### src/rtl/geo_pkg.sv
// Shared types for the geofence event tracker: fence states, event codes and the FIFO entry layout.
// Optional build macro GEO_TIMESTAMP_EN adds a cycle timestamp field to each event.
package geo_pkg;

  typedef enum logic [1:0] {
    FS_UNKNOWN = 2'd0,
    FS_OUTSIDE = 2'd1,
    FS_INSIDE  = 2'd2
  } fence_state_e;

  localparam logic EVT_EXIT  = 1'b0;
  localparam logic EVT_ENTER = 1'b1;

  // Widest supported event index; narrower CNT_W builds zero-pad the upper bits.
  localparam int EVT_IDX_W = 32;

  typedef struct packed {
    logic                 typ;
    logic [EVT_IDX_W-1:0] index;
`ifdef GEO_TIMESTAMP_EN
    logic [31:0]          tstamp;
`endif
  } geo_evt_t;

endpackage

### src/rtl/geo_evt_fifo.sv
// First-word fall-through FIFO with registered storage; head entry is always visible on o_data.
// Push while full is accepted only when a pop happens in the same cycle.
module geo_evt_fifo #(
  parameter int DATA_W = 33,
  parameter int DEPTH  = 4
) (
  input  logic              clk,
  input  logic              rst,
  input  logic              i_push,
  input  logic [DATA_W-1:0] i_data,
  input  logic              i_pop,
  output logic [DATA_W-1:0] o_data,
  output logic              o_full,
  output logic              o_empty
);

  localparam int AW = $clog2(DEPTH);

  logic [DATA_W-1:0] r_mem [DEPTH];
  logic [AW:0]       r_wr_ptr;
  logic [AW:0]       r_rd_ptr;
  logic              w_do_push;
  logic              w_do_pop;

  assign o_empty   = (r_wr_ptr == r_rd_ptr);
  assign o_full    = (r_wr_ptr[AW] != r_rd_ptr[AW]) &&
                     (r_wr_ptr[AW-1:0] == r_rd_ptr[AW-1:0]);
  assign w_do_pop  = i_pop && !o_empty;
  assign w_do_push = i_push && (!o_full || w_do_pop);
  assign o_data    = r_mem[r_rd_ptr[AW-1:0]];

  always_ff @(posedge clk or posedge rst) begin
    if (rst) begin
      r_wr_ptr <= '0;
      r_rd_ptr <= '0;
      for (int i = 0; i < DEPTH; i++) r_mem[i] <= '0;
    end else begin
      if (w_do_push) begin
        r_mem[r_wr_ptr[AW-1:0]] <= i_data;
        r_wr_ptr <= r_wr_ptr + 1'b1;
      end
      if (w_do_pop) r_rd_ptr <= r_rd_ptr + 1'b1;
    end
  end

endmodule

### src/rtl/geo_event_tracker.sv
// Debounces geofence verdicts into ENTER/EXIT events, counts results and queues events for a consumer.
// Define GEO_TIMESTAMP_EN to stamp each event with a free-running 32-bit cycle count (adds evt_time).
module geo_event_tracker
  import geo_pkg::*;
#(
  parameter int DEBOUNCE   = 2,
  parameter int FIFO_DEPTH = 4,
  parameter int CNT_W      = 16
) (
  input  logic             clk,
  input  logic             reset,
  input  logic             res_valid,
  input  logic             is_inside,
  output logic             evt_valid,
  input  logic             evt_ready,
  output logic             evt_type,
  output logic [CNT_W-1:0] evt_index,
`ifdef GEO_TIMESTAMP_EN
  output logic [31:0]      evt_time,
`endif
  output logic [1:0]       fence_state,
  output logic [CNT_W-1:0] inside_cnt,
  output logic [CNT_W-1:0] total_cnt,
  output logic             overflow
);

  localparam logic [3:0] DEB = 4'(DEBOUNCE);

  fence_state_e     r_state;
  fence_state_e     w_state_nxt;
  logic [3:0]       r_run;
  logic [3:0]       w_run_nxt;
  logic [3:0]       w_run_inc;
  logic             w_opp;
  logic             w_push;
  logic             w_push_type;
  logic             w_pop;
  logic             w_full;
  logic             w_empty;
  logic [CNT_W-1:0] r_inside_cnt;
  logic [CNT_W-1:0] r_total_cnt;
  logic             r_overflow;
  geo_evt_t         w_evt;
  geo_evt_t         w_head;
`ifdef GEO_TIMESTAMP_EN
  logic [31:0]      r_cycle;
`endif

  function automatic logic [CNT_W-1:0] sat_inc(input logic [CNT_W-1:0] v);
    return (&v) ? v : v + 1'b1;
  endfunction

  assign w_run_inc = r_run + 4'd1;
  assign w_opp     = (r_state == FS_INSIDE) ? !is_inside : is_inside;

  always_comb begin
    w_state_nxt = r_state;
    w_run_nxt   = r_run;
    w_push      = 1'b0;
    w_push_type = EVT_EXIT;
    if (res_valid) begin
      case (r_state)
        FS_UNKNOWN: begin
          w_state_nxt = is_inside ? FS_INSIDE : FS_OUTSIDE;
          w_run_nxt   = 4'd0;
        end
        FS_OUTSIDE, FS_INSIDE: begin
          if (!w_opp) begin
            w_run_nxt = 4'd0;
          end else if (w_run_inc == DEB) begin
            w_state_nxt = is_inside ? FS_INSIDE : FS_OUTSIDE;
            w_run_nxt   = 4'd0;
            w_push      = 1'b1;
            w_push_type = is_inside ? EVT_ENTER : EVT_EXIT;
          end else begin
            w_run_nxt = w_run_inc;
          end
        end
        default: begin
          w_state_nxt = FS_UNKNOWN;
          w_run_nxt   = 4'd0;
        end
      endcase
    end
  end

  always_ff @(posedge clk or posedge reset) begin
    if (reset) begin
      r_state      <= FS_UNKNOWN;
      r_run        <= 4'd0;
      r_inside_cnt <= '0;
      r_total_cnt  <= '0;
      r_overflow   <= 1'b0;
    end else begin
      r_state <= w_state_nxt;
      r_run   <= w_run_nxt;
      if (res_valid) begin
        r_total_cnt <= sat_inc(r_total_cnt);
        if (is_inside) r_inside_cnt <= sat_inc(r_inside_cnt);
      end
      if (w_push && w_full && !w_pop) r_overflow <= 1'b1;
    end
  end

`ifdef GEO_TIMESTAMP_EN
  always_ff @(posedge clk or posedge reset) begin
    if (reset) r_cycle <= '0;
    else       r_cycle <= r_cycle + 32'd1;
  end
`endif

  // The event index is the pre-increment (already saturated) result count.
  always_comb begin
    w_evt                   = '0;
    w_evt.typ               = w_push_type;
    w_evt.index[CNT_W-1:0]  = r_total_cnt;
`ifdef GEO_TIMESTAMP_EN
    w_evt.tstamp            = r_cycle;
`endif
  end

  assign w_pop = evt_valid && evt_ready;

  geo_evt_fifo #(
    .DATA_W ($bits(geo_evt_t)),
    .DEPTH  (FIFO_DEPTH)
  ) u_fifo (
    .clk     (clk),
    .rst     (reset),
    .i_push  (w_push),
    .i_data  (w_evt),
    .i_pop   (w_pop),
    .o_data  (w_head),
    .o_full  (w_full),
    .o_empty (w_empty)
  );

  if (CNT_W < EVT_IDX_W) begin : g_idx_pad
    logic w_idx_unused;
    assign w_idx_unused = ^w_head.index[EVT_IDX_W-1:CNT_W];
  end

  assign evt_valid   = !w_empty;
  assign evt_type    = w_head.typ;
  assign evt_index   = w_head.index[CNT_W-1:0];
`ifdef GEO_TIMESTAMP_EN
  assign evt_time    = w_head.tstamp;
`endif
  assign fence_state = r_state;
  assign inside_cnt  = r_inside_cnt;
  assign total_cnt   = r_total_cnt;
  assign overflow    = r_overflow;

endmodule

### config.mk
export PLATFORM = sky130hd
export DESIGN_NAME = geo_event_tracker
export DESIGN_NICKNAME = d
export VERILOG_FILES = /design/src/rtl/geo_pkg.sv /design/src/rtl/geo_evt_fifo.sv /design/src/rtl/geo_event_tracker.sv
export SDC_FILE = /design/constraint.sdc
export NUM_CORES = 1
export LEC_CHECK = 0
export ABC_AREA = 1
export ABC_CLOCK_PERIOD_IN_PS = 3500
export CAP_MARGIN = 20
export CORE_MARGIN = 3
export CORE_UTILIZATION = 31
export CTS_CLUSTER_DIAMETER = 40
export DETAILED_ROUTE_END_ITERATION = 8
export DONT_BUFFER_PORTS = 1
export PLACE_DENSITY = 0.47
export SLEW_MARGIN = 20
export SYNTH_ARGS = -nofsm -noshare
export SYNTH_HDL_FRONTEND = slang
export SYNTH_SLANG_ARGS = --single-unit
### constraint.sdc
create_clock -name clk -period 3.5 [get_ports clk]
set_input_delay 0.35 -clock clk [delete_from_list [all_inputs] [get_ports clk]]
set_output_delay 0.35 -clock clk [all_outputs]
set_load 0.1 [all_outputs]
==> impl_metrics.ini, run 1 <==
[cts]
cts_sinks = 113
htreeDepth = 4
clockBufferDepth = 2
cts_tree = done
clk_pin_slew_ps = 50
cts_buffers = 17
cts_root_buf = clkbuf_16
clk-insertion-delay-late_ps = 420
cts_resized = 0

[worst_hold_path]
holdPathStages = 1
min_to = r_run[2]
hold_path_startpoint = res_valid
hold_path_class = input pin to register

[yosys]
synth_area_leaders = dfrtp_1 44%, nand2_1 16%, inv_1 11%, nand4_1 7.9%, a21oi_1 4.0%
synthArstFlopShare_pct = 100.0
netlist.area_leader.share_pct = 43.61
ys.flop_type = dfrtp_1
syn-num-nets = 916
ys_warn_count = 0
syn_area_per_cell_sq_um = 7.204
synth-edff-count = 0
syn_area_sq_mm = 0.006484
syn-instance-count = 900
ys_ff_latch = 113
ys_top_cells_by_count = 276 x nand2_1, 191 x inv_1, 113 x dfrtp_1
yosysTopAreaCell = dfrtp_1
yosys.cell_types.count = 29
ys_seq_area_share_pct = 43.61
yosysMostFrequentCell = nand2_1

[setup_path]
path_cells = buf_4 > clkinv_1 > buf_12 > o21ai_0 > a21oi_1 > a21oi_2 > buf_12
crit_fanout = 40
r2r_end = u_fifo.r_wr_ptr[1]
cp-startpoint = u_fifo.r_rd_ptr[0]
crit_type = register to primary output
crit_slowest_cell = dfrtp_1
path_buf_inv = 4
critPathLaunchType = register
cp_common_cell = buf_12
cpPeakStageDelay_ps = 370
required_ps = 3150
r2r_start = fence_state[0]
arrival_ps = 2230
reg2regPathDepth = 9
path_delay_family = buffers and inverters
critPathCaptureType = primary output
ff2ff_setup_slack_ps = 1070

[detailed_routing]
routedWlPerCell_microns = 14.77
wl_met3_microns = 1046
wirelength_microns = 18110
drt_iter0_markers = 352
vias_per_cell = 4.524
ant_nets = 0
drc = 0
drt-met1-wl_microns = 9076
highest-signal-layer = met4
drtPass1Iterations = 4
wl_met2_microns = 7870
vias = 5546

[die]
core_area_sq_mm = 0.02036
die_area_sq_mm = 0.02269
dieWidth_microns = 150.6
dieHeight_microns = 150.6
initial_core_util_pct = 31.84
rows = 52
io_pins = 58

[timing]
tns_ps = 0
hold_viol = 0
drv_slew = 0
relSlewSlack_pct = 36.18
fmax_mhz = 388.0
fin_ws_ps = 922.5
clock_skew_ps = 16.17
finalCriticalPeriod_ps = 2577
rsz0062_at_grt = no
tightest_slew_ps = 954.9
timing.final.crit_share_pct = 73.64
setup_violations = 0

[placed_design]
place_ws_ps = 1086
place_area_sq_mm = 0.007400
numPortBuffers = 0
dp_hpwl_microns = 11820
place_congestion = 0.7818

[run_status]
outcome = finished clean

[grt]
grt_pass1_wl_microns = 29900
grt_use_total_pct = 16.99
grt_overflow_total = 0
grt_pass1_vias = 5456
antenna_found_initial = 0
grt_max_degree = 56

[pwr]
total_power_mw = 8.660
power_density_mw_per_mm2 = 1085
leakage_nw = 4.192
ir_drop_v = 0.0004353

[cells_and_area]
area_growth_pct = 23.06
fin_area_sq_mm = 0.007979
regArea_sq_mm = 0.002828
drive_gt1_share_pct = 13.18
fin_util_pct = 39.18
num_antenna_cells = 0
fillCellCount = 2166
fin_nets = 960
multi_input_area_sq_mm = 0.002783

[run]
cap_violations = 0
worst reg2reg max path: stages, from the launching register on:
cell and delay (ps):
dfrtp_1 350, inv_1 60, ha_1 320, nor2_1 170
nand2_2 120, nor2_4 450, buf_4 450, nand2_1 150
o21ai_0 200, inv_1 50
repair_timing:
action	CTS	global route
hold buffers	1	0
buffers inserted	0	0
setup endpoints to repair	0	0
hold endpoints to repair	52	0
flip-flops by register name, summed over array words and instances (netlist names):
register and count:
u_fifo.r_mem 68, u_fifo.r_rd_ptr 3, inside_cnt 16, fence_state 2, u_fifo.r_wr_ptr 3, r_run 4
total_cnt 16, overflow 1
cell families after synthesis:
family                     after synthesis  synth area share (%)
and+or+nand+nor                        422                 29.02
buffers and inverters                  236                 14.49
DFF                                    113                 43.61
AOI/OAI and AO/OA                       91                 7.101
xor gates and xnor gates                27                 3.647
adders and majority gates               11                 2.123
where the power goes:
part           internal, mW  switching, mW  total, mW
clock                  1.08          0.596       1.68
sequential             1.72          0.215       1.94
combinational          1.41           3.63       5.04
total                  4.21           4.45       8.66
stage by stage:
stage,instances,hold WS (ps)
finish,1226,43.40
global route,1226,41.10
CTS,1226,25.28
detailed placement,1194,413.8
global placement,1194,411.6
floorplan,900,457.3
how the worst max path moves through the flow:
stage,cells after the start,slack [ps],to
3_3_place_gp,10,1100,u_fifo.r_mem[45]
3_5_place_dp,9,1090,u_fifo.r_mem[13]
5_1_grt,9,730,u_fifo.r_mem[8]
4_1_cts,7,890,evt_index[7]
2_1_floorplan,1,160,fence_state[0]
6_report,7,920,evt_index[6]
cell usage in the layout (no fill, tap or decap), types with 8 or more instances in the layout:
cell	n
nand2_1	275
dfrtp_1	113
xor2_1	19
buf_4	48
buf_12	18
inv_1	190
a21oi_1	35
nor2_1	27
a21oi_2	17
o21ai_0	34
ha_1	11
xnor2_1	8
clkbuf_16	17
nand4_1	82
nand3_1	23
area by class of cell:
class / instances / share of cell area (%)
Tap cell: 270 / 4.234
Clock inverter: 5 / 0.6273
Clock buffer: 26 / 6.508
Inverter: 194 / 9.158
Multi-Input combinational cell: 551 / 34.88
Timing Repair Buffer: 67 / 9.158
Sequential cell: 113 / 35.44
layer usage:
layer	vias up	global-route usage, %
met5	-	0
met4	0	4.896
met3	8	4.425
met2	97	25.12
met1	2564	24.49
li1	2877	-
Power figures use the tool's default switching activity.
==> run 2, diff against run 1 <==
- ABC_CLOCK_PERIOD_IN_PS: 3500 -> 2700
- PLACE_DENSITY: 0.47 -> 0.46
- clock period: 3.5 -> 2.7 ns (I/O delays scaled with it)
==> impl_metrics.ini, run 2 (synthesis gave the netlist of run 1 again) <==
[cts]
cts_tree = done
htreeDepth = 4
clockBufferDepth = 2
cts_buffers = 17
cts_sinks = 113
clk-insertion-delay-late_ps = 410
clk_pin_slew_ps = 50
cts_root_buf = clkbuf_16

[worst_hold_path]
hold_path_class = input pin to register

[grt]
grt_use_total_pct = 16.68
antenna_found_initial = 0
grt_overflow_total = 0
grt_pass1_wl_microns = 29650
grt_pass1_vias = 5504
grt_max_degree = 40

[setup_path]
crit_fanout = 31
critPathLaunchType = register
arrival_ps = 2090
crit_type = register to primary output
critPathCaptureType = primary output
required_ps = 2430

[detailed_routing]
routedWlPerCell_microns = 14.48
drtPass1Iterations = 5
vias_per_cell = 4.531
vias = 5568
ant_nets = 0
drc = 0
wirelength_microns = 17800
drt_iter0_markers = 377

[cells_and_area]
area_growth_pct = 23.06
fillCellCount = 2152
largest_register = u_fifo.r_mem
most-common-layout-cells = 275 x nand2_1, 190 x inv_1, 112 x dfrtp_1, 82 x nand4_1, 49 x buf_4
multi_input_area_sq_mm = 0.002783
drive_gt1_share_pct = 13.24
fin_nets = 964
largest_register_ffs = 68
final_common_cell = nand2_1
num_antenna_cells = 0
regArea_sq_mm = 0.002829

[die]
core_area_sq_mm = 0.02036
dieHeight_microns = 150.6
rows = 52
die_area_sq_mm = 0.02269
io_pins = 58
dieWidth_microns = 150.6
initial_core_util_pct = 31.84

[pwr]
switching_share_pct = 51.92
power_frac_clock_pct = 18.3
ir_drop_v = 0.0006970
p_int_mw = 5.337
combPwrFrac_pct = 58.3
p_sw_mw = 5.762
seqPwrFrac_pct = 23.4
power_density_mw_per_mm2 = 1391
leakage_nw = 4.186

[timing]
tns_ps = 0
relSlewSlack_pct = 34.55
hold_viol = 0
timing.hold.ws_ps = 41.24
finalCriticalPeriod_ps = 2362
tightest_slew_ps = 979.7
rsz0062_at_grt = no
fmax_mhz = 423.4
setup_violations = 0
drv_slew = 0
clock_skew_ps = 8.422
timing.final.crit_share_pct = 87.48

[run]
cap_violations = 0

[run_status]
outcome = finished clean

[placed_design]
place_congestion = 0.7775
dp_hpwl_microns = 11800
numPortBuffers = 0
[run 2: critical path, stage by stage, from the launching register on]
cell and delay (ps):
dfrtp_2 510, clkinv_1 130, buf_4 260, o21ai_0 230
a21oi_1 80, a21oi_2 240, buf_12 210
[run 2: through the flow]
step | cell area, sq um | utilization, % | power [mW] | cells | setup slack [ps]
2_1_floorplan | 6551 | - | 7.139 | 900 | 231.9
3_3_place_gp | 7428 | 36.48 | 9.130 | 1196 | 495.2
3_5_place_dp | 7428 | 36.48 | 9.143 | 1196 | 461.0
4_1_cts | 7978 | 39.17 | 11.23 | 1229 | 130.7
5_1_grt | 7979 | 39.18 | 11.82 | 1229 | 180.2
6_report | 7979 | 39.18 | 11.10 | 1229 | 338.1
[run 2: area by class of cell]
class                           count  share of cell area, %
Inverter                          194                  9.174
Timing Repair Buffer               71                  9.754
Clock buffer                       22                  5.692
Tap cell                          270                  4.234
Multi-Input combinational cell    551                  34.88
Sequential cell                   113                  35.46
Clock inverter                      8                 0.8154
[run 2: what timing repair did]
action                                 CTS  global route
setup endpoints to repair                0             1
hold buffers                             3             0
setup buffers                            0             0
endpoints found under the hold margin   40             0
resized for setup                        0             1
[run 2: path summary, 6_finish.rpt]
kind / startpoint / slack (ps) / end / depth (start not counted)
max in group asynchronous: reset / 1440 / u_fifo.r_rd_ptr[0] / 3
min in group asynchronous: reset / 550 / u_fifo.r_mem[48] / 2
setup / recovery: u_fifo.r_rd_ptr[0] / 340 / evt_index[9] / 6
hold / removal: evt_ready / 40 / u_fifo.r_rd_ptr[2] / 2
setup reg to reg: fence_state[0] / 500 / u_fifo.r_mem[48] / 10
hold reg to reg: u_fifo.r_rd_ptr[2] / 490 / u_fifo.r_rd_ptr[2] / 1
[run 2: per-layer routing]
metal  global-route usage [%]  part of all wire [%]
met1                    22.58                    47
met2                    25.99                    46
met3                    3.763                   4.6
met4                    6.482                   2.3
met5                        0                     0
[run 2: power groups by stage]
stage          clock [mW]  combinational [mW]  sequential, mW
6_report             2.03                6.47            2.60
5_1_grt              2.15                6.99            2.67
4_1_cts              2.09                6.54            2.60
3_5_place_dp            0                6.52            2.62
3_3_place_gp            0                6.51            2.62
2_1_floorplan           0                3.82            3.32
